===== src/rtl/round_key_buffer_if.sv =====
// Key-word load stream and wide round-key output of round_key_buffer.
// master: key producer / cipher consumer side; slave: the buffer itself.
interface round_key_buffer_if #(
   parameter int unsigned WORD_W    = 32,
   parameter int unsigned NUM_WORDS = 60,
   parameter int unsigned NUM_BANKS = 2
);
   localparam int unsigned CNT_W  = (NUM_WORDS > 1) ? $clog2(NUM_WORDS) : 1;
   localparam int unsigned BANK_W = (NUM_BANKS > 1) ? $clog2(NUM_BANKS) : 1;

   logic                        wr_valid;
   logic                        wr_ready;
   logic [WORD_W-1:0]           wr_data;
   logic                        wr_abort;
   logic [CNT_W-1:0]            wr_count;
   logic                        key_valid;
   logic                        key_ready;
   logic [WORD_W*NUM_WORDS-1:0] key_out;
   logic [BANK_W-1:0]           key_bank;

   modport master (
      output wr_valid, wr_data, wr_abort, key_ready,
      input  wr_ready, wr_count, key_valid, key_out, key_bank
   );

   modport slave (
      input  wr_valid, wr_data, wr_abort, key_ready,
      output wr_ready, wr_count, key_valid, key_out, key_bank
   );
endinterface


===== src/rtl/round_key_buffer.sv =====
// Multi-bank ping-pong round-key buffer: assembles key schedules word by word
// and presents them as one wide bus. Define KEYBUF_ZEROIZE_EN to wipe banks on consume/abort.
module round_key_buffer #(
   parameter int unsigned WORD_W    = 32,
   parameter int unsigned NUM_WORDS = 60,
   parameter int unsigned NUM_BANKS = 2
) (
   input  logic               clk,
   input  logic               reset,
   round_key_buffer_if.slave  bus
);
   localparam int unsigned CNT_W  = (NUM_WORDS > 1) ? $clog2(NUM_WORDS) : 1;
   localparam int unsigned BANK_W = (NUM_BANKS > 1) ? $clog2(NUM_BANKS) : 1;
   localparam logic [CNT_W-1:0]  LAST_IDX  = CNT_W'(NUM_WORDS - 1);
   localparam logic [BANK_W-1:0] LAST_BANK = BANK_W'(NUM_BANKS - 1);

   logic [WORD_W-1:0]    mem [NUM_BANKS][NUM_WORDS];
   logic [NUM_BANKS-1:0] full;
   logic [CNT_W-1:0]     wr_idx;
   logic [BANK_W-1:0]    wr_bank;
   logic [BANK_W-1:0]    rd_bank;

   logic accept;
   logic fill;
   logic consume;

   function automatic logic [BANK_W-1:0] next_bank(input logic [BANK_W-1:0] b);
      return (b == LAST_BANK) ? '0 : b + BANK_W'(1);
   endfunction

   // A fill can only target a non-full bank and a consume only a full one,
   // so the two never touch the same bank in one cycle.
   always_comb begin
      accept  = bus.wr_valid & ~full[wr_bank] & ~bus.wr_abort;
      fill    = accept & (wr_idx == LAST_IDX);
      consume = full[rd_bank] & bus.key_ready;
   end

   always_ff @(posedge clk) begin
      if (reset) begin
         wr_idx  <= '0;
         wr_bank <= '0;
         rd_bank <= '0;
         full    <= '0;
      end else begin
         if (bus.wr_abort) begin
            wr_idx <= '0;
         end else if (accept) begin
            if (fill) begin
               wr_idx  <= '0;
               wr_bank <= next_bank(wr_bank);
            end else begin
               wr_idx <= wr_idx + CNT_W'(1);
            end
         end
         if (fill)
            full[wr_bank] <= 1'b1;
         if (consume) begin
            full[rd_bank] <= 1'b0;
            rd_bank       <= next_bank(rd_bank);
         end
      end
   end

   // Storage is not reset; key_out gating hides stale contents.
   always_ff @(posedge clk) begin
      if (accept)
         mem[wr_bank][wr_idx] <= bus.wr_data;
`ifdef KEYBUF_ZEROIZE_EN
      if (consume)
         for (int unsigned w = 0; w < NUM_WORDS; w++)
            mem[rd_bank][w] <= '0;
      if (bus.wr_abort)
         for (int unsigned w = 0; w < NUM_WORDS; w++)
            mem[wr_bank][w] <= '0;
`endif
   end

   always_comb begin
      bus.key_out = '0;
      for (int unsigned i = 0; i < NUM_WORDS; i++)
         if (full[rd_bank])
            bus.key_out[(NUM_WORDS-1-i)*WORD_W +: WORD_W] = mem[rd_bank][i];
   end

   assign bus.wr_ready  = ~full[wr_bank];
   assign bus.key_valid = full[rd_bank];
   assign bus.wr_count  = wr_idx;
   assign bus.key_bank  = rd_bank;

endmodule


===== src/flat_wrapper.sv =====
// flat-port wrapper written by rule: the top's interface ports become plain ports
module round_key_buffer_flat 
#(
   parameter int unsigned WORD_W    = 32,
   parameter int unsigned NUM_WORDS = 60,
   parameter int unsigned NUM_BANKS = 2
)
  (clk, reset, bus_wr_valid, bus_wr_data, bus_wr_abort, bus_key_ready, bus_wr_ready, bus_wr_count, bus_key_valid, bus_key_out, bus_key_bank);
  round_key_buffer_if #(.WORD_W(WORD_W), .NUM_WORDS(NUM_WORDS), .NUM_BANKS(NUM_BANKS)) bus_i ();
  input  logic clk;
  input  logic reset;
  input wire logic [$bits(bus_i.wr_valid)-1:0] bus_wr_valid;
  input wire logic [$bits(bus_i.wr_data)-1:0] bus_wr_data;
  input wire logic [$bits(bus_i.wr_abort)-1:0] bus_wr_abort;
  input wire logic [$bits(bus_i.key_ready)-1:0] bus_key_ready;
  output wire logic [$bits(bus_i.wr_ready)-1:0] bus_wr_ready;
  output wire logic [$bits(bus_i.wr_count)-1:0] bus_wr_count;
  output wire logic [$bits(bus_i.key_valid)-1:0] bus_key_valid;
  output wire logic [$bits(bus_i.key_out)-1:0] bus_key_out;
  output wire logic [$bits(bus_i.key_bank)-1:0] bus_key_bank;
  assign bus_i.wr_valid = bus_wr_valid;
  assign bus_i.wr_data = bus_wr_data;
  assign bus_i.wr_abort = bus_wr_abort;
  assign bus_i.key_ready = bus_key_ready;
  assign bus_wr_ready = bus_i.wr_ready;
  assign bus_wr_count = bus_i.wr_count;
  assign bus_key_valid = bus_i.key_valid;
  assign bus_key_out = bus_i.key_out;
  assign bus_key_bank = bus_i.key_bank;
  round_key_buffer #(.WORD_W(WORD_W), .NUM_WORDS(NUM_WORDS), .NUM_BANKS(NUM_BANKS)) u_core (.clk(clk), .reset(reset), .bus(bus_i));
endmodule

===== config.mk =====
export PLATFORM = sky130hd
export DESIGN_NAME = round_key_buffer_flat
export DESIGN_NICKNAME = d
export VERILOG_FILES = /design/src/rtl/round_key_buffer_if.sv /design/src/rtl/round_key_buffer.sv /design/src/flat_wrapper.sv
export SDC_FILE = /design/constraint.sdc
export NUM_CORES = 2
export LEC_CHECK = 0
export CORE_AREA = 2 2 763 765
export DETAILED_ROUTE_END_ITERATION = 16
export DIE_AREA = 0 0 765 767
export MAX_ROUTING_LAYER = met4
export SKIP_CTS_REPAIR_TIMING = 1
export SYNTH_ARGS = -nofsm -noshare
export SYNTH_HDL_FRONTEND = slang
export SYNTH_SLANG_ARGS = --single-unit

===== constraint.sdc =====
create_clock -name clk -period 5.5 [get_ports clk]
set_clock_uncertainty 0.2 [all_clocks]
set_input_delay 0.55 -clock clk [delete_from_list [all_inputs] [get_ports clk]]
set_output_delay 0.55 -clock clk [all_outputs]
set_load 0.02 [all_outputs]

==> flow_metrics.tcl <==
set metrics [dict create \
    ant_nets 0 \
    syn_area_per_cell_sq_um 17.4 \
    comb_power_share_pct 1.8 \
    clkPwrFrac_pct 44.1 \
    top_layer "met4" \
    synth-simple-area-share_pct 5.49 \
    synth_seq_cells 3851 \
    synth_compound_area_share_pct 0.0983 \
    crit_path_end_kind "primary output" \
    root_buffer "clkbuf_16" \
    setup_tns_ns 0 \
    synth_nets 8371 \
    grt_pass1_vias 80328 \
    worst-path-buf-inv 3 \
    swShare_pct 21.1 \
    p_int_mw 47.1 \
    globalplace.congestion 0.811 \
    dr_wl_met2_um 249000 \
    clk_path_buf_depth 4 \
    place_ws_ns 0.583 \
    postSynthCellCount 8333 \
    io_pins 1966 \
    vias 83415 \
    final_max_slew_viol_count 0 \
    yosys.area_share.adder_pct 0.00863 \
    synthMuxAreaShare_pct 13.3 \
    hold_viol 0 \
    power_density_nw_per_um2 315 \
    crit_fanout 66 \
    clock_sinks 3851 \
    slew_headroom_pct 10.3 \
    crit_family "multiplexers" \
    critPathKind "register to primary output" \
    final_nets 10608 \
    start_util_pct 25.0 \
    design_area_sq_um 190000 \
    fp.dieH_um 767 \
    cp_common_cell "buf_12" \
    rsz0062_at_grt "false" \
    hpwl_um 342000 \
    status "finished clean" \
    drt-total-wl_um 526000 \
    power.total_mw 59.7 \
    netlist_area_sq_um 145000 \
    ys_types 31 \
    core_sq_um 579000 \
    crit_path_top_delay_cell "mux2i_1" \
    met1Wirelength_um 211000 \
    dp.cells 17899 \
    htree_levels 5 \
    met3_length_um 46300 \
    finalNonFillerCells 18682 \
    setup_violations 0 \
    numPortBuffers 1965 \
    worst_hold_slack_ns 0.106 \
    drt-initial-drc-count 9447 \
    period_share_pct 92.5 \
    drv_cap 0 \
    pwr-share-seq_pct 54.1 \
    p_leak_nw 55.7 \
    cts_tree "done" \
    drc 0 \
    grt_pass1_wl_um 695000 \
    dieArea_sq_um 587000 \
    grt_max_degree 204 \
    cp.arrival_ns 4.34 \
    syn2layout_area_growth_pct 30.7 \
    grt_usage_pct 17.5 \
    firstDrtPassIters 6 \
    drt-wirelength-per-cell_um 28.2 \
    fmax_ghz 0.197 \
    rows 280 \
    fin_ws_ns 0.415 \
    synth_xor_area_share_pct 0 \
    dpl_cell_area_sq_um 177000 \
    ir_drop_mv 0.266 \
    grt-ovfl-total 0 \
    viasPerCell 4.46 \
    hold_path.class "input port to register" \
    critPathRequiredTime_ns 4.75 \
    yosysWarnings 0 \
    p_sw_mw 12.6 \
    worst_slew_pin_slew_ns 1.31 \
    min_period_ns 5.09 \
    num-fill-cells 56033 \
    drive_gt1_share_pct 9.18 \
    crit_chain "buf_12 > buf_12 > mux2i_1 > nor2_1 > buf_12" \
    startpoint_type "register" \
    grt_antenna_before_repair 52 \
    die_w_um 765 \
    clk_pin_slew_ns 0.05 \
    yosysSeqAreaShare_pct 79.7 \
    max_stage_delay_ns 1.12 \
    cts_inserted_buffers 392 \
    clock_latency_ns 0.99 \
    synth_top_family_by_area "multiplexers" \
    fin_util_pct 32.7 \
]
==> cell usage in the layout (no fill, tap or decap), drive strengths merged, types with 7 or more instances in the layout <==
master and n:
clkinv 188, clkbuf 473, nand2 11, a21oi 7, clkdlybuf4s50 1928, dfxtp 11, dlygate4sd3 32, bufinv 31
inv 17, clkinvlp 12, edfxtp 3840, buf 325, nand3 10, nor2b 7, mux2i 1921, diode 34
nor2 2040
==> worst reg2reg max path: cells and delay by family, from the launching register on <==
| family | cells | cell delay [ns] |
|---|---|---|
| flip-flops | 1 | 0.45 |
| AND/OR/NAND/NOR | 2 | 1.80 |
| buffers and inverters | 2 | 0.64 |
| multiplexers | 1 | 0.41 |
==> power by group through the flow <==
stage / clock network, mW / logic, mW / registers, mW
2_1_floorplan: 0 / 0.0159 / 32.9
3_3_place_gp: 0 / 1.06 / 32.9
3_5_place_dp: 0 / 1.09 / 32.9
4_1_cts: 26.8 / 1.09 / 32.3
5_1_grt: 27.8 / 1.10 / 32.3
6_report: 26.3 / 1.08 / 32.3
==> kinds of logic (layout without fill, tap and decap cells) <==
| logic type | Yosys count | after routing |
|---|---|---|
| AOI/OAI and AO/OA | 22 | 22 |
| adders and majority gates | 1 | 1 |
| buffers and inverters | 446 | 3006 |
| DFF | 3851 | 3851 |
| muxes | 1922 | 1922 |
| other | 0 | 34 |
| and+or+nand+nor | 2091 | 2091 |
==> path summary, 6_finish.rpt <==
path | start | to | slack (ns) | cells after the start
max | register | bus_key_out[606] | 0.41 | 5
min | reset | u_core.wr_bank$_SDFFE_PP0P_ | 0.11 | 2
max reg2reg | u_core.wr_bank$_SDFFE_PP0P_ | u_core.mem[0][200]$_DFFE_PP_ | 1.60 | 5
min reg2reg | u_core.wr_bank$_SDFFE_PP0P_ | u_core.wr_bank$_SDFFE_PP0P_ | 0.37 | 2
==> sequential cells by signal, indices dropped and copies added, names as in the netlist, named ones only <==
signal	cells
u_core.mem	3840
u_core.bus.wr_count	6
u_core.full	2
u_core.bus.key_bank	1
u_core.wr_bank	1
==> layout make-up <==
| cell class | instances | area [sq um] | share of cell area [%] |
|---|---|---|---|
| antenna | 34 | 85.1 | 0.0449 |
| clock buffer | 473 | 10100 | 5.35 |
| clock inverter | 244 | 2480 | 1.31 |
| inverter | 4 | 15.0 | 0.00792 |
| multi-input combinational | 4036 | 28300 | 14.9 |
| sequential | 3851 | 116000 | 61.0 |
| tap | 7755 | 9700 | 5.12 |
| timing repair buffer | 2285 | 23300 | 12.3 |
==> routing by layer <==
metal | track usage (%) | vias up
met2 | 28.1 | 4051
met4 | 5.83 | 0
met5 | - | -
met1 | 22.0 | 43134
met3 | 3.84 | 688
li1 | - | 35542
==> cells in the mapped netlist <==
library cell	number	share of area, %
nor3_1	4	0.014
nand4b_1	4	0.024
nand3b_1	2	0.010
edfxtp_1	3840	80
nand4_1	2	0.0086
a21oi_1	7	0.024
or4_1	4	0.021
nand2b_1	1	0.0043
nor2_1	2040	5.3
o21ai_0	4	0.014
nand2_1	11	0.028
or4b_2	1	0.0069
ha_1	1	0.0086
mux2i_1	1921	13
mux2_4	1	0.010
dfxtp_1	11	0.15
and3b_1	1	0.0060
clkbuf_1	72	0.19
o31ai_1	5	0.026
nor2b_1	7	0.030
a21boi_0	3	0.016
or3_1	2	0.0086
buf_6	2	0.016
clkinv_1	1	0.0026
or4_4	1	0.0078
nand3_1	10	0.035
o21ba_2	1	0.0069
buf_2	368	1.3
a311oi_1	2	0.012
nor4_1	1	0.0043
inv_1	3	0.0078
Power figures use the tool's default switching activity.
